<file path="config.mk">
export PLATFORM = sky130hd
export DESIGN_NAME = periodic_framer_mc
export DESIGN_NICKNAME = d
export VERILOG_FILES = /design/src/rtl/periodic_framer_pkg.sv /design/src/rtl/framer_settings_regs.sv /design/src/rtl/periodic_framer_mc.sv
export SDC_FILE = /design/constraint.sdc
export NUM_CORES = 1
export LEC_CHECK = 0
export ABC_AREA = 1
export BUFFER_PORTS_ARGS = -buffer_cell sky130_fd_sc_hd__buf_2
export CAP_MARGIN = 20
export CORE_MARGIN = 2
export CORE_UTILIZATION = 58
export DETAILED_ROUTE_END_ITERATION = 6
export PLACE_DENSITY = 0.84
export SYNTH_ARGS = -nofsm -noshare
export SYNTH_HDL_FRONTEND = slang
export SYNTH_SLANG_ARGS = --single-unit
export TNS_END_PERCENT = 100
</file>
<file path="constraint.sdc">
create_clock -name ce_clk -period 3.1 [get_ports ce_clk]
set_input_delay 0.155 -clock ce_clk [delete_from_list [all_inputs] [get_ports ce_clk]]
set_output_delay 0.155 -clock ce_clk [all_outputs]
set_load 0.02 [all_outputs]
</file>
<file path="src/rtl/periodic_framer_pkg.sv">
// Shared types and constants for the multi-lane periodic framer.
package periodic_framer_pkg;

  // Framer FSM states
  typedef enum logic [1:0] {
    IDLE   = 2'd0,
    OFFSET = 2'd1,
    FRAME  = 2'd2,
    GAP    = 2'd3
  } state_e;

  // Settings register offsets from the base address
  localparam logic [7:0] REG_FRAME_LEN  = 8'd0;
  localparam logic [7:0] REG_GAP_LEN    = 8'd1;
  localparam logic [7:0] REG_OFFSET     = 8'd2;
  localparam logic [7:0] REG_MAX_FRAMES = 8'd3;
  localparam logic [7:0] REG_LANE_MASK  = 8'd4;
  localparam logic [7:0] REG_ABORT      = 8'd5;

  // Reset defaults of the framing registers (lane mask resets to all ones)
  localparam int unsigned DEF_FRAME_LEN  = 64;
  localparam int unsigned DEF_GAP_LEN    = 16;
  localparam int unsigned DEF_OFFSET     = 0;
  localparam int unsigned DEF_MAX_FRAMES = 1;

  // A zero length behaves as a length of one; returns the terminal count
  function automatic logic [15:0] len_to_last(input logic [15:0] len);
    return (len == 16'd0) ? 16'd0 : len - 16'd1;
  endfunction

endpackage

</file>
<file path="src/rtl/framer_settings_regs.sv">
// Settings bus decode with live registers and burst-time shadow copies.
module framer_settings_regs
  import periodic_framer_pkg::*;
#(
  parameter int unsigned NUM_CH  = 2,
  parameter int unsigned CNT_W   = 16,
  parameter logic [7:0]  SR_BASE = 8'h10
) (
  input  logic              clk_i,
  input  logic              rst_ni,
  input  logic              set_stb_i,
  input  logic [7:0]        set_addr_i,
  input  logic [31:0]       set_data_i,
  input  logic              load_i,
  output logic [CNT_W-1:0]  frame_len_o,
  output logic [CNT_W-1:0]  gap_len_o,
  output logic [CNT_W-1:0]  offset_o,
  output logic [7:0]        max_frames_o,
  output logic [NUM_CH-1:0] lane_mask_o,
  output logic [CNT_W-1:0]  sh_frame_len_o,
  output logic [CNT_W-1:0]  sh_gap_len_o,
  output logic [CNT_W-1:0]  sh_offset_o,
  output logic [7:0]        sh_max_frames_o,
  output logic [NUM_CH-1:0] sh_lane_mask_o,
  output logic              abort_o
);

  logic [7:0]        reg_off;
  logic [CNT_W-1:0]  frame_len_q, gap_len_q, offset_q;
  logic [7:0]        max_frames_q;
  logic [NUM_CH-1:0] lane_mask_q;
  logic [CNT_W-1:0]  sh_frame_len_q, sh_gap_len_q, sh_offset_q;
  logic [7:0]        sh_max_frames_q;
  logic [NUM_CH-1:0] sh_lane_mask_q;
  logic              unused_data;

  assign reg_off     = set_addr_i - SR_BASE;
  assign abort_o     = set_stb_i && (reg_off == REG_ABORT);
  assign unused_data = ^set_data_i;

  // Live registers, written straight from the settings bus
  always_ff @(posedge clk_i or negedge rst_ni) begin
    if (!rst_ni) begin
      frame_len_q  <= CNT_W'(DEF_FRAME_LEN);
      gap_len_q    <= CNT_W'(DEF_GAP_LEN);
      offset_q     <= CNT_W'(DEF_OFFSET);
      max_frames_q <= 8'(DEF_MAX_FRAMES);
      lane_mask_q  <= '1;
    end else if (set_stb_i) begin
      case (reg_off)
        REG_FRAME_LEN:  frame_len_q  <= set_data_i[CNT_W-1:0];
        REG_GAP_LEN:    gap_len_q    <= set_data_i[CNT_W-1:0];
        REG_OFFSET:     offset_q     <= set_data_i[CNT_W-1:0];
        REG_MAX_FRAMES: max_frames_q <= set_data_i[7:0];
        REG_LANE_MASK:  lane_mask_q  <= set_data_i[NUM_CH-1:0];
        default: ;
      endcase
    end
  end

  // Working copies frozen for the duration of a burst; captured on the trigger
  always_ff @(posedge clk_i or negedge rst_ni) begin
    if (!rst_ni) begin
      sh_frame_len_q  <= CNT_W'(DEF_FRAME_LEN);
      sh_gap_len_q    <= CNT_W'(DEF_GAP_LEN);
      sh_offset_q     <= CNT_W'(DEF_OFFSET);
      sh_max_frames_q <= 8'(DEF_MAX_FRAMES);
      sh_lane_mask_q  <= '1;
    end else if (load_i) begin
      sh_frame_len_q  <= frame_len_q;
      sh_gap_len_q    <= gap_len_q;
      sh_offset_q     <= offset_q;
      sh_max_frames_q <= max_frames_q;
      sh_lane_mask_q  <= lane_mask_q;
    end
  end

  assign frame_len_o     = frame_len_q;
  assign gap_len_o       = gap_len_q;
  assign offset_o        = offset_q;
  assign max_frames_o    = max_frames_q;
  assign lane_mask_o     = lane_mask_q;
  assign sh_frame_len_o  = sh_frame_len_q;
  assign sh_gap_len_o    = sh_gap_len_q;
  assign sh_offset_o     = sh_offset_q;
  assign sh_max_frames_o = sh_max_frames_q;
  assign sh_lane_mask_o  = sh_lane_mask_q;

endmodule

</file>
<file path="src/rtl/periodic_framer_mc.sv">
// Multi-lane periodic framer: trigger-started bursts of fixed-length frames.
module periodic_framer_mc
  import periodic_framer_pkg::*;
#(
  parameter int unsigned WIDTH   = 32,
  parameter int unsigned NUM_CH  = 2,
  parameter int unsigned CNT_W   = 16,
  parameter logic [7:0]  SR_BASE = 8'h10
) (
  input  logic                    ce_clk,
  input  logic                    ce_rst_n,
  input  logic                    set_stb,
  input  logic [7:0]              set_addr,
  input  logic [31:0]             set_data,
  input  logic [NUM_CH*WIDTH-1:0] i_tdata,
  input  logic                    i_tuser,
  input  logic                    i_tvalid,
  output logic                    i_tready,
  output logic [NUM_CH*WIDTH-1:0] o_tdata,
  output logic                    o_tlast,
  output logic [7:0]              o_tuser,
  output logic                    o_eob,
  output logic                    o_tvalid,
  input  logic                    o_tready,
  output logic                    busy,
  output logic [15:0]             trig_ignored
);

  localparam logic [CNT_W-1:0] ONE = CNT_W'(1);

  // live and shadow settings
  logic [CNT_W-1:0]  lv_flen, lv_gap, lv_off, sh_flen, sh_gap, sh_off;
  logic [7:0]        lv_max, sh_max;
  logic [NUM_CH-1:0] lv_mask, sh_mask;
  logic              abort_stb;

  // FSM and counters
  state_e            state_q, state_d, phase;
  logic [CNT_W-1:0]  cnt_q, cnt_d, phase_cnt;
  logic [7:0]        frame_cnt_q, frame_cnt_d, frame_inc;
  logic              abort_pend_q, abort_pend_d, abort_eff;
  logic [15:0]       trig_ign_q;

  // settings in force for the current beat
  logic [CNT_W-1:0]  cur_flen, cur_gap, cur_off, flen_m1, gap_m1, off_m1;
  logic [7:0]        cur_max;
  logic [NUM_CH-1:0] cur_mask;

  logic              beat, is_idle, trig_load;
  logic              fwd, fwd_last, fwd_eob;
  logic [NUM_CH-1:0][WIDTH-1:0] lane_in, lane_out;

  // output register
  logic                    o_tvalid_q, o_tlast_q, o_eob_q;
  logic [NUM_CH*WIDTH-1:0] o_tdata_q;
  logic [7:0]              o_tuser_q;

  framer_settings_regs #(
    .NUM_CH  (NUM_CH),
    .CNT_W   (CNT_W),
    .SR_BASE (SR_BASE)
  ) u_regs (
    .clk_i           (ce_clk),
    .rst_ni          (ce_rst_n),
    .set_stb_i       (set_stb),
    .set_addr_i      (set_addr),
    .set_data_i      (set_data),
    .load_i          (trig_load),
    .frame_len_o     (lv_flen),
    .gap_len_o       (lv_gap),
    .offset_o        (lv_off),
    .max_frames_o    (lv_max),
    .lane_mask_o     (lv_mask),
    .sh_frame_len_o  (sh_flen),
    .sh_gap_len_o    (sh_gap),
    .sh_offset_o     (sh_off),
    .sh_max_frames_o (sh_max),
    .sh_lane_mask_o  (sh_mask),
    .abort_o         (abort_stb)
  );

  assign i_tready  = !o_tvalid_q || o_tready;
  assign beat      = i_tvalid && i_tready;
  assign is_idle   = (state_q == IDLE);
  assign trig_load = is_idle && beat && i_tuser;

  // The trigger beat itself is framed with the live values the shadows are
  // about to capture; every later beat uses the shadows.
  assign cur_flen = is_idle ? lv_flen : sh_flen;
  assign cur_gap  = is_idle ? lv_gap  : sh_gap;
  assign cur_off  = is_idle ? lv_off  : sh_off;
  assign cur_max  = is_idle ? lv_max  : sh_max;
  assign cur_mask = is_idle ? lv_mask : sh_mask;

  assign flen_m1 = CNT_W'(len_to_last(16'(cur_flen)));
  assign gap_m1  = cur_gap - ONE;
  assign off_m1  = cur_off - ONE;

  // Trigger beat counts as offset beat 0, or frame beat 0 when offset is 0
  assign phase     = trig_load ? ((cur_off == '0) ? FRAME : OFFSET) : state_q;
  assign phase_cnt = is_idle ? '0 : cnt_q;
  assign abort_eff = !is_idle && (abort_stb || abort_pend_q);
  assign frame_inc = frame_cnt_q + 8'd1;

  // Per-lane masking of forwarded samples
  for (genvar k = 0; k < NUM_CH; k++) begin : g_lane
    assign lane_in[k]  = i_tdata[k*WIDTH +: WIDTH];
    assign lane_out[k] = cur_mask[k] ? lane_in[k] : '0;
  end

  // FSM state register and counters
  always_ff @(posedge ce_clk or negedge ce_rst_n) begin
    if (!ce_rst_n) begin
      state_q      <= IDLE;
      cnt_q        <= '0;
      frame_cnt_q  <= '0;
      abort_pend_q <= 1'b0;
    end else begin
      state_q      <= state_d;
      cnt_q        <= cnt_d;
      frame_cnt_q  <= frame_cnt_d;
      abort_pend_q <= abort_pend_d;
    end
  end

  // Next-state: framing advances only on accepted beats; aborts act at once
  always_comb begin
    state_d      = state_q;
    cnt_d        = cnt_q;
    frame_cnt_d  = frame_cnt_q;
    abort_pend_d = abort_pend_q;
    fwd          = 1'b0;
    fwd_last     = 1'b0;
    fwd_eob      = 1'b0;
    if (abort_stb && (state_q == OFFSET || state_q == GAP)) begin
      state_d     = IDLE;
      cnt_d       = '0;
      frame_cnt_d = '0;
    end else if (beat) begin
      case (phase)
        OFFSET: begin
          if (phase_cnt == off_m1) begin
            state_d = FRAME;
            cnt_d   = '0;
          end else begin
            state_d = OFFSET;
            cnt_d   = phase_cnt + ONE;
          end
        end
        FRAME: begin
          fwd = 1'b1;
          if (phase_cnt == flen_m1 || abort_eff) begin
            fwd_last     = 1'b1;
            cnt_d        = '0;
            abort_pend_d = 1'b0;
            if (abort_eff || (cur_max != '0 && frame_inc == cur_max)) begin
              fwd_eob     = 1'b1;
              state_d     = IDLE;
              frame_cnt_d = '0;
            end else begin
              frame_cnt_d = frame_inc;
              state_d     = (cur_gap == '0) ? FRAME : GAP;
            end
          end else begin
            state_d = FRAME;
            cnt_d   = phase_cnt + ONE;
          end
        end
        GAP: begin
          if (phase_cnt == gap_m1) begin
            state_d = FRAME;
            cnt_d   = '0;
          end else begin
            state_d = GAP;
            cnt_d   = phase_cnt + ONE;
          end
        end
        default: ;
      endcase
    end else if (abort_stb && state_q == FRAME) begin
      abort_pend_d = 1'b1;
    end
  end

  // Saturating count of triggers seen while a burst is already running
  always_ff @(posedge ce_clk or negedge ce_rst_n) begin
    if (!ce_rst_n)
      trig_ign_q <= '0;
    else if (beat && i_tuser && !is_idle && trig_ign_q != 16'hFFFF)
      trig_ign_q <= trig_ign_q + 16'd1;
  end

  // Single output stage; payload only loads on a forwarded beat so it holds
  // steady under backpressure
  always_ff @(posedge ce_clk or negedge ce_rst_n) begin
    if (!ce_rst_n) begin
      o_tvalid_q <= 1'b0;
      o_tdata_q  <= '0;
      o_tlast_q  <= 1'b0;
      o_tuser_q  <= '0;
      o_eob_q    <= 1'b0;
    end else if (beat && fwd) begin
      o_tvalid_q <= 1'b1;
      o_tdata_q  <= lane_out;
      o_tlast_q  <= fwd_last;
      o_tuser_q  <= frame_cnt_q;
      o_eob_q    <= fwd_eob;
    end else if (o_tready) begin
      o_tvalid_q <= 1'b0;
    end
  end

  assign o_tvalid     = o_tvalid_q;
  assign o_tdata      = o_tdata_q;
  assign o_tlast      = o_tlast_q;
  assign o_tuser      = o_tuser_q;
  assign o_eob        = o_eob_q;
  assign busy         = !is_idle;
  assign trig_ignored = trig_ign_q;

endmodule

</file>
* Word-level counts from Yosys, hierarchy flattened
Cells that the tools add are included.
** Storage, ports and cells
- Register bits :: 234
- Output and inout bits :: 93
** Cells by class
- $add $sub $neg :: 7
- Equality and inequality tests :: 18
- Mux-type cells :: 48
- Bitwise logic cells :: 1
- Reduce and logical (&&, ||, !) cells :: 39
** Operator list (number)
- $mux W16 :: 10
- $mux W32 :: 2
- $eq A16 B16 Y1 :: 3
- $logic_not A16 Y1 :: 3
- $mux W8 :: 6
- $pmux W16 S3 :: 1
- $sub A16 B1 Y16 const B :: 3
- $add A16 B1 Y16 const B :: 2
- $mux W1 :: 20
- $eq A8 B2 Y1 const B :: 2
- $eq A8 B3 Y1 const B :: 2
- $mux W2 :: 8
- $ne A16 B16 Y1 const B :: 1
- $logic_and A1 B1 Y1 :: 12
- $reduce_and A2 Y1 :: 6
- $reduce_bool A2 Y1 :: 5
- $add A8 B1 Y8 const B :: 1
- $eq A2 B2 Y1 const B :: 4
- $eq A8 B1 Y1 const B :: 1
- $eq A8 B8 Y1 :: 1
- $logic_not A8 Y1 :: 1
- $reduce_bool A8 Y1 :: 1
- $sub A8 B5 Y8 const B :: 1
- $pmux W2 S3 :: 1
- 9 further kinds :: 16

* Depth between registers and ports, before layout
Gate-level depths: netlist (run 1).
- Depth after elaboration :: 12
- Depth in mapped cells :: 25
- Depth with buffers taken out :: 22

* Cells and area by module
A second synthesis (run 1) with hierarchy kept.
** Second synthesis, totals
- Cells, all modules :: 1791
- Area, all modules :: 13721.9 µm²
** By module, submodules not included
- periodic_framer_mc :: instances 1, cells each 1394, area an instance 8989.9 µm², sequential area each 2952.8 µm²
- framer_settings_regs :: instances 1, cells each 397, area an instance 4732.0 µm², sequential area each 2915.3 µm²

* Worst setup path after synthesis (run 1)
OpenSTA, ideal clock, no wires.
- Path kind :: register -> register
- Start point :: reg state_q[0]
- End point :: reg cnt_q[0]
- Setup time :: 0.118 ns
- Arrival time :: 2.687 ns
- Data required time :: 2.982 ns
- Setup slack :: 0.295 ns
- Cell stages (with the launch flop) :: 22
- Period minus slack after synthesis :: 2.805 ns
- Cell sequence :: dfrtp_1 -> nor2_4 -> buf_6 -> buf_8 -> nand2_1 -> o21ai_2 -> ha_1 -> nand3_1 -> nor2_4 -> xor2_1 -> nand2_1 -> nand2_1 -> nand2_1 -> nor2_1 -> nand2_1 -> nor2_1 -> nand3_2 -> nand3_2 -> nand2_4 -> buf_6 -> nand3_1 -> nand2_1
** Between the ends
- Longest elaborated chain between the ends :: 10
** Ends and longest elaborated chain
- start: declaration :: line periodic_framer_mc.sv:38 : state_e state_q, state_d, phase;
- start signal: assignment :: line periodic_framer_mc.sv:119 : state_q <= state_d;
- $logic_not A2 Y1 :: line periodic_framer_mc.sv:84 : assign is_idle = (state_q == IDLE);
- $mux W16 :: line periodic_framer_mc.sv:89 : assign cur_flen = is_idle ? lv_flen : sh_flen;
- $sub A16 B1 Y16 or $logic_not A16 Y1 (tied branches) :: line periodic_framer_pkg.sv:28 : return (len == 16'd0) ? 16'd0 : len - 16'd1;
- $mux W16 :: line periodic_framer_pkg.sv:28
- $eq A16 B16 Y1 :: line periodic_framer_mc.sv:152 : if (phase_cnt == flen_m1 || abort_eff) begin
- $logic_or A1 B1 Y1 :: line periodic_framer_mc.sv:152
- $mux W16 :: line periodic_framer_mc.sv:152
- $pmux W16 S3 :: line periodic_framer_mc.sv:140 : case (phase)
- $mux W16 :: line periodic_framer_mc.sv:139 : end else if (beat) begin
- $mux W16 :: line periodic_framer_mc.sv:135 : if (abort_stb && (state_q == OFFSET || state_q == GAP)) begin
- end signal: assignment :: line periodic_framer_mc.sv:120 : cnt_q <= cnt_d;
- end: declaration :: line periodic_framer_mc.sv:39 : logic [CNT_W-1:0] cnt_q, cnt_d, phase_cnt;
Parallel ways exist; a longest one is shown, timed or not. The select of a mux whose other input is x is not followed.
A chain may end at the register's enable or synchronous reset.

* Worst setup path after layout (run 1)
- Start point :: reg state_q[0]
- End point :: reg frame_cnt_q[7]
** Between the ends
- Longest elaborated chain between the ends :: 10
** Ends and longest elaborated chain
- branches (longest 10 deep; another with $sub A16 B1 Y16)
- end signal: assignment :: line periodic_framer_mc.sv:121 : frame_cnt_q <= frame_cnt_d;
- end: declaration :: line periodic_framer_mc.sv:40 : logic [7:0] frame_cnt_q, frame_cnt_d, frame_inc;
Several ways; the timed one is not identified. The select of a mux whose other input is x is not followed.

==> impl_metrics.env, run 1 <==
export IMPL_status="completed"
export IMPL_ys_types=50
export IMPL_finalWorstPathRequiredPeriod_ns=3.093
export IMPL_hold_depth=3
export IMPL_n_antenna_cell=0
export IMPL_synth_top_flop_cell="dfrtp_1"
export IMPL_grt_pass1_wl_mm=64.25
export IMPL_gr_total_overflow=0
export IMPL_finalHoldViolCount=0
export IMPL_worstSetupPathType="reg -> reg"
export IMPL_cts_htree_levels=1
export IMPL_syn_avg_cell_area_um2=7.412
export IMPL_dr_wl_met2_mm=20.61
export IMPL_pin_count=203
export IMPL_syn_num_nets=1883
export IMPL_grt_use_total=0.3407
export IMPL_m1WireLength_mm=16.73
export IMPL_reg2regPathDepth=18
export IMPL_drt_iter0_markers=1284
export IMPL_die_w_um=154.2
export IMPL_portBuffers=186
export IMPL_cts_tree="done"
export IMPL_die_h_um=154.2
export IMPL_ant_nets=0
export IMPL_startpoint_type="register"
export IMPL_relSlewSlack=0.3150
export IMPL_top_layer_used="met4"
export IMPL_min_path_type="in -> reg"
export IMPL_vias_per_cell=5.506
export IMPL_synth_edf_count=0
export IMPL_first_pass_iters=6
export IMPL_drcViolationCount=0
export IMPL_ys_ff_latch=234
export IMPL_asyncSetResetFlopFracSynth=1.000
export IMPL_fmax_mhz=323.3
export IMPL_synth_cells=1765
export IMPL_rows=54
export IMPL_core_area_um2=21960
export IMPL_layoutNonFillerInstCount=2407
export IMPL_tightest_slew_ns=1.025
export IMPL_num_vias=13253
export IMPL_path_cells="nor2_4, buf_12, buf_12, buf_6, buf_16, nand2_1, o21ai_2, nand2_2, buf_4, nor3_1, nand4_1, o21ai_2, nand2_4, inv_1, nand2_4, nor2_8, nand2_1, nand2_1"
export IMPL_clock_sinks=234
export IMPL_finalSetupViolCount=0
export IMPL_initial_core_util=0.5958
export IMPL_slew_viol_final=0
export IMPL_grt_max_degree=103
export IMPL_utilization=0.7767
export IMPL_clock_latency_ns=0.56
export IMPL_hpwl_mm=26.47
export IMPL_end_kind="register"
export IMPL_cts_root_buf="clkbuf_16"
export IMPL_syn_area_um2=13080
export IMPL_syn2layout_area_growth_pct=30.37
export IMPL_grt_pass1_vias=12468
export IMPL_drv_cap=0
export IMPL_leakagePower_nw=8.826
export IMPL_antenna_found_initial=0
export IMPL_dieArea_um2=23770
export IMPL_fin_crit_sh=0.9977
export IMPL_fillers=1457
export IMPL_wl_met3_mm=3.040
export IMPL_crit_slowest_cell="dfrtp_2"
export IMPL_critPathMostFrequentCell="nand2_1"
export IMPL_finClkSkew_ns=0.03179
export IMPL_nNetsFinal=2226
export IMPL_clkTransAtPathRegs_ns=0.07
export IMPL_rsz0062_at_grt="yes"
export IMPL_arrival_ns=3.60
export IMPL_worst_ep_required_time_ns=3.60
export IMPL_final_cell_mix="nand2_1, dfrtp_1, o21ai_0, buf_2, inv_1"
export IMPL_drt_wl_total_mm=42.51
export IMPL_tns_ns=0
export IMPL_power_mw=16.07
export IMPL_final_common_cell="nand2_1"
export IMPL_cpPeakStageDelay_ns=0.46
export IMPL_yosys_warnings=0
export IMPL_powerDensity_nw_per_um2=942.4
export IMPL_ir_drop_mv=0.5245
export IMPL_synth_seq_area_share=0.4485
export IMPL_cts_buffers=26
export IMPL_wl_per_cell_um=17.66
export IMPL_gp_congestion=0.9368
export IMPL_clockBufferDepth=3
export IMPL_drive_gt1_frac=0.2308
export IMPL_cp_max_fo=14
export IMPL_dp_cells=2263
-- sequential cells by signal, summed over array words and instances (netlist names), 16 cells and up --
register               cells
u_regs.sh_offset_o        16
u_regs.sh_gap_len_o       16
o_tdata                   64
cnt_q                     16
u_regs.frame_len_o        16
u_regs.sh_frame_len_o     16
u_regs.offset_o           16
u_regs.gap_len_o          16
trig_ignored              16
-- layout make-up --
cell class | instances | area (um^2) | area share
Sequential cell | 234 | 5871 | 0.3442
Inverter | 203 | 762.0 | 0.04468
Multi-Input combinational cell | 1261 | 6349 | 0.3722
Timing Repair Buffer | 382 | 2909 | 0.1706
Tap cell | 280 | 350.3 | 0.02054
Clock buffer | 39 | 739.5 | 0.04336
Clock inverter | 8 | 75.07 | 0.004402
-- Yosys cell counts (4+ instances only) --
cell | count | area [um^2]
nand2_1 | 638 | 2395
dfrtp_1 | 224 | 5605
inv_1 | 186 | 698.2
o21ai_0 | 186 | 930.9
nand3_1 | 95 | 475.5
nor2_1 | 88 | 330.3
o21ai_1 | 54 | 270.3
xor2_1 | 49 | 429.2
clkbuf_1 | 43 | 161.4
nand4_1 | 21 | 131.4
nor2_2 | 13 | 81.33
buf_6 | 12 | 135.1
o21ai_2 | 12 | 105.1
nand2_2 | 11 | 68.82
nor3_1 | 11 | 55.05
dfstp_2 | 10 | 262.8
inv_2 | 9 | 33.78
clkinv_1 | 8 | 30.03
ha_1 | 8 | 100.1
nand3b_1 | 8 | 60.06
a21oi_1 | 7 | 35.03
o21bai_1 | 7 | 52.55
buf_2 | 6 | 30.03
nor2_4 | 6 | 67.56
or2_2 | 6 | 37.54
xnor2_1 | 5 | 43.79
nand2_4 | 4 | 45.04
nand3_2 | 4 | 40.04
nor3_2 | 4 | 40.04
-- metrics by stage --
step | worst slack (ns) | area [um^2] | hold slack (ns)
after CTS | 0.01018 | 16490 | 0.009449
after floorplan | 0.2946 | 13080 | -0.1406
final | 0.007191 | 17060 | 0.01497
after global routing | -0.1303 | 17060 | 0.03824
after detailed placement | -0.03085 | 14860 | 0.2531
after global placement | 0.09704 | 14860 | 0.2504
-- timing repair --
item,4_1_cts,5_1_grt
pin swaps,1,20
gates resized for setup,2,87
endpoints found under the setup margin,8,33
buffers inserted,0,12
hold buffers,80,0
hold endpoints to repair,194,0
cloned,0,4
-- worst max-delay path, delay by kind of cell, from the launching register on --
kind                   cells  cell delay, ns
AO/OA/AOI/OAI              2            0.26
buffers and inverters      6            0.91
flip-flops                 1            0.46
AND/OR/NAND/NOR           10            1.42
-- final timing paths --
kind                                      startpoint                   endpoint  slack [ns]
min                                      set_data[4]      u_regs.frame_len_o[4]        0.01
min in group asynchronous                   ce_rst_n            trig_ignored[5]        0.22
max                                       state_q[0]             frame_cnt_q[7]       0.007
max in group asynchronous                   ce_rst_n                 o_tdata[4]        1.98
min reg2reg                u_regs.sh_max_frames_o[2]  u_regs.sh_max_frames_o[2]        0.48
max reg2reg                               state_q[0]             frame_cnt_q[7]       0.007
-- metal layers --
metal  track usage  up-vias
met1        0.4511     6220
met5             0        -
li1              -     6248
met2        0.5652      632
met3       0.04483      153
met4        0.1518        0
-- cell families (layout without fill, tap and decap cells) --
logic type               Yosys count  count (layout)  share of synthesized area
flip-flops                       234             234                     0.4485
adder cells (fa/ha/maj)            8               8                   0.007651
XOR/XNOR                          56              56                    0.03959
AND/OR/NAND/NOR                  921             921                     0.3012
buffers and inverters            270             632                    0.08847
AO/OA/AOI/OAI                    272             272                     0.1114
multiplexers                       4               4                   0.003156
-- where the power goes --
group / internal (mW) / total (mW) / switching, mW
sequential: 3.64 / 4.05 / 0.408
clock: 1.66 / 3.01 / 1.34
combinational: 3.59 / 9.02 / 5.43
total: 8.89 / 16.1 / 7.18
Power figures use the tool's default switching activity.
==> run 2, diff against run 1 <==
--- a/config.mk
+++ b/config.mk
@@ -8,8 +8,10 @@
 export ABC_AREA = 1
 export BUFFER_PORTS_ARGS = -buffer_cell sky130_fd_sc_hd__buf_2
 export CAP_MARGIN = 20
+export CELL_PAD_IN_SITES_DETAIL_PLACEMENT = 1
+export CELL_PAD_IN_SITES_GLOBAL_PLACEMENT = 1
 export CORE_MARGIN = 2
-export CORE_UTILIZATION = 58
+export CORE_UTILIZATION = 42
 export DETAILED_ROUTE_END_ITERATION = 6
 export PLACE_DENSITY = 0.84
 export SYNTH_ARGS = -nofsm -noshare
==> run 2 against run 1 <==
The run now ends with setup timing left. Die area grew 37%. Sequential power rose by 1%. Register-to-register slack got worse by 0.28 ns. Core utilization decreased by 20 points. Final area up 4.1%. Critical path depth is 2 higher. Sequential share of layout area fell by 1.4 points. Combinational power grew 12%. Critical path type unchanged. Largest power group unchanged.
==> impl_metrics.env, run 2 (synthesized netlist as in run 1, its figures left out) <==
export IMPL_status="finished with violations"
export IMPL_violations="setup timing"
export IMPL_syn2layout_area_growth_pct=35.73
export IMPL_min_path_type="in -> reg"
export IMPL_antenna_found_initial=1
export IMPL_seqPwrFrac=0.232
export IMPL_holdWs_ns=0.03719
export IMPL_clock_sinks=234
export IMPL_finalHoldViolCount=0
export IMPL_regToRegSetupSlack_ns=-0.28
export IMPL_ant_nets=0
export IMPL_drt_wl_total_mm=57.52
export IMPL_p_switching_mw=8.325
export IMPL_wl_per_cell_um=22.45
export IMPL_drive_gt1_frac=0.2582
export IMPL_portBuffers=186
export IMPL_pwr_share_clk=0.193
export IMPL_nNetsFinal=2262
export IMPL_ir_drop_mv=0.5505
export IMPL_cts_buffers=27
export IMPL_dpl_worst_slack_ns=-0.1778
export IMPL_leakagePower_nw=9.063
export IMPL_worstSetupPathType="reg -> reg"
export IMPL_final_common_cell="nand2_1"
export IMPL_dieArea_um2=32580
export IMPL_multi_input_area_um2=6558
export IMPL_slew_viol_final=0
export IMPL_p_comb_frac=0.575
export IMPL_grt_pass1_vias=14923
export IMPL_sw_frac_of_total=0.4719
export IMPL_cts_root_buf="clkbuf_16"
export IMPL_powerDensity_nw_per_um2=993.5
export IMPL_core_area_um2=30670
export IMPL_internal_power_mw=9.317
export IMPL_arrival_ns=3.82
export IMPL_grt_max_degree=110
export IMPL_place_area_um2=15200
export IMPL_grt_pass1_wl_mm=81.33
export IMPL_initial_core_util=0.4266
export IMPL_gp_congestion=0.8783
export IMPL_final_cell_mix="nand2_1, dfrtp_1, buf_2"
export IMPL_drt_iter0_markers=1122
export IMPL_cts_htree_levels=1
export IMPL_worst_ep_required_time_ns=3.54
export IMPL_end_kind="register"
export IMPL_relSlewSlack=0.3709
export IMPL_timing_rr_end="state_q[0]"
export IMPL_finalSetupViolCount=32
export IMPL_die_w_um=180.5
export IMPL_finalWorstPathRequiredPeriod_ns=3.377
export IMPL_rows=64
export IMPL_cts_tree="done"
export IMPL_finClkSkew_ns=0.02578
export IMPL_fin_crit_sh=1.089
export IMPL_fillers=3742
export IMPL_regArea_um2=5869
export IMPL_clockBufferDepth=3
export IMPL_cp_max_fo=27
export IMPL_drv_cap=0
export IMPL_drcViolationCount=0
export IMPL_die_h_um=180.5
export IMPL_final_area_um2=17760
export IMPL_setup_slack_ns=-0.2773
export IMPL_tns_ns=-6.109
export IMPL_largest_reg_flops=64
export IMPL_rsz0062_at_grt="yes"
export IMPL_fmax_mhz=296.1
export IMPL_first_pass_iters=5
export IMPL_worst_setup_path_startpoint="state_q[1]"
export IMPL_reg2regPathDepth=20
export IMPL_grt_use_total=0.3150
export IMPL_r2r_start="state_q[1]"
export IMPL_pin_count=203
export IMPL_hpwl_mm=32.25
export IMPL_gr_total_overflow=0
export IMPL_clock_latency_ns=0.57
export IMPL_clkTransAtPathRegs_ns=0.07
export IMPL_tightest_slew_ns=0.9437
export IMPL_num_vias=14376
export IMPL_vias_per_cell=5.611
export IMPL_startpoint_type="register"
export IMPL_crit_end="state_q[0]"
run 2: cell types whose count changed in the layout (fill, tap and decap cells not counted), moves of 4 or more:
| cell | previous run | this run |
|---|---|---|
| buf_12 | 14 | 10 |
| buf_4 | 93 | 122 |
| buf_6 | 3 | 9 |
| clkbuf_1 | 9 | 4 |
| nand2_1 | 622 | 607 |
| nand2_2 | 25 | 37 |
| nand2_8 | 1 | 5 |
| nand3_1 | 92 | 78 |
| nand3_2 | 6 | 19 |
| nor2_2 | 23 | 18 |
| nor2_4 | 10 | 17 |
| o21ai_0 | 185 | 176 |
| o21ai_1 | 37 | 53 |
| o21ai_2 | 27 | 19 |
run 2: area by class of cell:
class / instances / area share
antenna: 1 / 0.0001409
clock buffer: 38 / 0.04432
clock inverter: 12 / 0.007399
inverter: 203 / 0.04348
multi-input combinational: 1262 / 0.3693
sequential: 234 / 0.3305
tap: 396 / 0.02790
timing repair buffer: 416 / 0.1769
run 2: worst max-delay path, cell delays in order, from the launching register on:
cell and delay [ns]:
dfrtp_2 0.46, nor2_4 0.16, buf_12 0.16, buf_4 0.16, bufbuf_16 0.35, nand2_1 0.11
o21ai_1 0.17, inv_1 0.14, nand2_1 0.09, o21ai_0 0.15, nand3_1 0.15, nand2_1 0.11
a21oi_2 0.15, nand3_1 0.11, o21bai_1 0.22, nand2_1 0.13, clkinv_4 0.12, buf_6 0.11
nand2_2 0.05, nand2_1 0.07, nand2_1 0.06
run 2: power groups by stage:
| stage | Clock, mW | Sequential [mW] | Combinational (mW) |
|---|---|---|---|
| 6_report | 3.41 | 4.10 | 10.1 |
| 5_1_grt | 3.54 | 4.15 | 10.8 |
| 4_1_cts | 3.36 | 4.01 | 8.43 |
| 3_5_place_dp | 0 | 4.04 | 8.08 |
| 3_3_place_gp | 0 | 4.01 | 7.69 |
| 2_1_floorplan | 0 | 4.45 | 4.77 |
run 2: through the flow:
| step | std cells | util | total power, mW |
|---|---|---|---|
| after CTS | 2540 | 0.5554 | 15.80 |
| after floorplan | 1765 | - | 9.212 |
| final | 2562 | 0.5790 | 17.64 |
| after detailed placement | 2407 | 0.4957 | 12.12 |
| after global placement | 2406 | 0.4948 | 11.70 |
| after global routing | 2562 | 0.5790 | 18.50 |
run 2: worst min path at each step:
stage          slack (ns)  cells past startpoint                      to   startpoint
2_1_floorplan       -0.14                      0            abort_pend_q     ce_rst_n
3_3_place_gp         0.30                      1     u_regs.gap_len_o[2]     ce_rst_n
6_report             0.04                      3      u_regs.offset_o[6]  set_data[6]
5_1_grt              0.05                      3      u_regs.offset_o[6]  set_data[6]
3_5_place_dp         0.30                      1  u_regs.sh_gap_len_o[2]     ce_rst_n
4_1_cts             0.007                      3   u_regs.frame_len_o[6]  set_data[6]
run 2: routing by layer:
| metal | track usage | share of wire | up-vias |
|---|---|---|---|
| li1 | - | - | 6320 |
| met1 | 0.3690 | 0.37 | 7088 |
| met2 | 0.5559 | 0.49 | 684 |
| met3 | 0.04426 | 0.058 | 284 |
| met4 | 0.1732 | 0.076 | 0 |
| met5 | 0 | 0 | - |
run 2: what timing repair did:
item                                   CTS  global route
buffers inserted                         1            17
pin swaps                                1            43
gates resized for setup                 11           136
endpoints found under the hold margin  204             0
setup endpoints to repair               27            75
hold buffers                            81             0
gates cloned                             1             4
==> run 3, diff against run 2 <==
--- a/config.mk
+++ b/config.mk
@@ -10,7 +10,7 @@
 export CAP_MARGIN = 20
 export CELL_PAD_IN_SITES_DETAIL_PLACEMENT = 1
 export CELL_PAD_IN_SITES_GLOBAL_PLACEMENT = 1
-export CORE_MARGIN = 2
+export CORE_MARGIN = 8
 export CORE_UTILIZATION = 42
 export DETAILED_ROUTE_END_ITERATION = 6
 export PLACE_DENSITY = 0.84
==> run 3 against run 2 <==
The run still ends with setup timing left. Clock-buffer cell count rose by 3. Worst hold slack worse by 0.012 ns. Final cell count down 0.74%. Critical path type unchanged. Highest routed layer unchanged.
==> impl_metrics.env, run 3 (synthesized netlist as in run 1, its figures left out) <==
export IMPL_status="finished with violations"
export IMPL_violations="setup timing"
export IMPL_fmax_mhz=309.7
export IMPL_leakagePower_nw=8.901
export IMPL_n_antenna_cell=0
export IMPL_first_pass_iters=5
export IMPL_grt_pass1_vias=14579
export IMPL_hpwl_mm=33.50
export IMPL_largest_reg_flops=64
export IMPL_drt_iter0_markers=877
export IMPL_finalSetupViolCount=27
export IMPL_startpoint_type="register"
export IMPL_final_cell_mix="nand2_1, dfrtp_1, buf_2"
export IMPL_reg2regPathDepth=18
export IMPL_num_vias=13596
export IMPL_final_area_um2=17260
export IMPL_clock_latency_ns=0.56
export IMPL_clkTransAtPathRegs_ns=0.06
export IMPL_tightest_slew_ns=1.085
export IMPL_portBuffers=186
export IMPL_pin_count=203
export IMPL_initial_core_util=0.4266
export IMPL_drt_wl_total_mm=51.61
export IMPL_antenna_found_initial=0
export IMPL_vias_per_cell=5.346
export IMPL_relSlewSlack=0.2747
export IMPL_core_area_um2=30670
export IMPL_worstSetupPathType="reg -> reg"
export IMPL_powerDensity_nw_per_um2=956.5
export IMPL_timing_rr_end="cnt_q[8]"
export IMPL_nNetsFinal=2244
export IMPL_final_common_cell="nand2_1"
export IMPL_utilization=0.5628
export IMPL_drv_cap=0
export IMPL_clock_sinks=234
export IMPL_cts_htree_levels=1
export IMPL_rows=64
export IMPL_cp_max_fo=17
export IMPL_place_area_um2=15160
export IMPL_cts_root_buf="clkbuf_16"
export IMPL_ant_nets=0
export IMPL_finalHoldViolCount=0
export IMPL_end_kind="register"
export IMPL_holdWs_ns=0.02498
export IMPL_hold_depth=3
export IMPL_regToRegSetupSlack_ns=-0.13
export IMPL_rsz0062_at_grt="yes"
export IMPL_fin_crit_sh=1.042
export IMPL_cts_buffers=27
export IMPL_dieArea_um2=37050
export IMPL_drcViolationCount=0
export IMPL_worst_setup_path_startpoint="state_q[0]"
export IMPL_drive_gt1_frac=0.2343
export IMPL_ir_drop_mv=0.5383
export IMPL_setup_slack_ns=-0.1290
export IMPL_syn2layout_area_growth_pct=31.94
export IMPL_grt_pass1_wl_mm=78.35
export IMPL_min_path_type="in -> reg"
export IMPL_grt_use_total=0.2672
export IMPL_arrival_ns=3.68
export IMPL_crit_end="cnt_q[8]"
export IMPL_die_h_um=192.5
export IMPL_cts_tree="done"
export IMPL_finalWorstPathRequiredPeriod_ns=3.229
export IMPL_die_w_um=192.5
export IMPL_gp_congestion=0.8978
export IMPL_grt_max_degree=148
export IMPL_wl_per_cell_um=20.29
export IMPL_worst_ep_required_time_ns=3.55
export IMPL_finClkSkew_ns=0.02133
export IMPL_clockBufferDepth=3
export IMPL_dpl_worst_slack_ns=-0.2190
export IMPL_r2r_start="state_q[0]"
export IMPL_slew_viol_final=0
export IMPL_gr_total_overflow=0
-- run 3: cell count changes in the layout (fill, tap and decap cells not counted), moves of 4 or more --
cell	previous run	this run
nand2_1	607	628
nand2_2	37	20
nand3_1	78	91
nand3_2	19	7
nor2_1	72	80
o21ai_2	19	26
nor2_4	17	11
o21ai_1	53	47
buf_4	122	117
buf_6	9	5
nand2_8	5	1
-- run 3: how the worst min path moves through the flow --
stage | from | to | slack, ns
after global routing | set_data[4] | u_regs.gap_len_o[4] | 0.02
after floorplan | ce_rst_n | abort_pend_q | -0.14
after CTS | set_data[4] | u_regs.gap_len_o[4] | 0.02
after detailed placement | ce_rst_n | u_regs.frame_len_o[0] | 0.19
final | set_data[4] | u_regs.offset_o[4] | 0.02
after global placement | ce_rst_n | u_regs.frame_len_o[0] | 0.19
-- run 3: layout make-up --
cell class / count / area [um^2]
fill: 3818 / 13410
multi-input combinational: 1261 / 6282
sequential: 234 / 5871
timing repair buffer: 399 / 2932
clock buffer: 41 / 828.3
inverter: 203 / 762.0
tap: 396 / 495.5
clock inverter: 9 / 91.34
-- run 3: worst max-delay path, stage by stage (launching register included) --
cell,delay (ns)
dfrtp_2,0.46
buf_4,0.17
inv_2,0.07
nand2_2,0.09
buf_12,0.17
buf_4,0.20
or2_1,0.24
o21ai_0,0.13
inv_1,0.13
nor3_1,0.33
nand3b_1,0.17
a21oi_1,0.19
nand3_1,0.13
o21bai_2,0.16
nand2_1,0.08
inv_2,0.10
nand2_8,0.11
nand3_1,0.11
nand2_1,0.06
-- run 3: metrics by stage --
stage                      TNS, ns  std cells  total power, mW
after floorplan                  0       1765            9.212
after global placement      -1.402       2400            11.78
after detailed placement    -5.169       2401            12.15
after CTS                 -0.02892       2536            15.90
after global routing        -8.482       2543            17.55
final                       -2.538       2543            16.51
-- run 3: metal layers --
layer  GRT usage  share of wire
met5           0              0
met4      0.1525          0.059
met3     0.03560          0.052
met2      0.4618           0.50
met1      0.3160           0.39
-- run 3: power by group --
| group | leakage (nW) | switching (mW) | internal, mW |
|---|---|---|---|
| clock | 0.457 | 1.40 | 1.93 |
| combinational | 5.29 | 5.69 | 3.41 |
| sequential | 3.16 | 0.440 | 3.64 |
-- run 3: what timing repair did --
action,in CTS,in global routing
resized for setup,29,44
pin swaps,10,6
buffers inserted,8,4
gates cloned,0,2
hold buffers,78,0
endpoints found under the setup margin,29,100
hold endpoints to repair,169,0
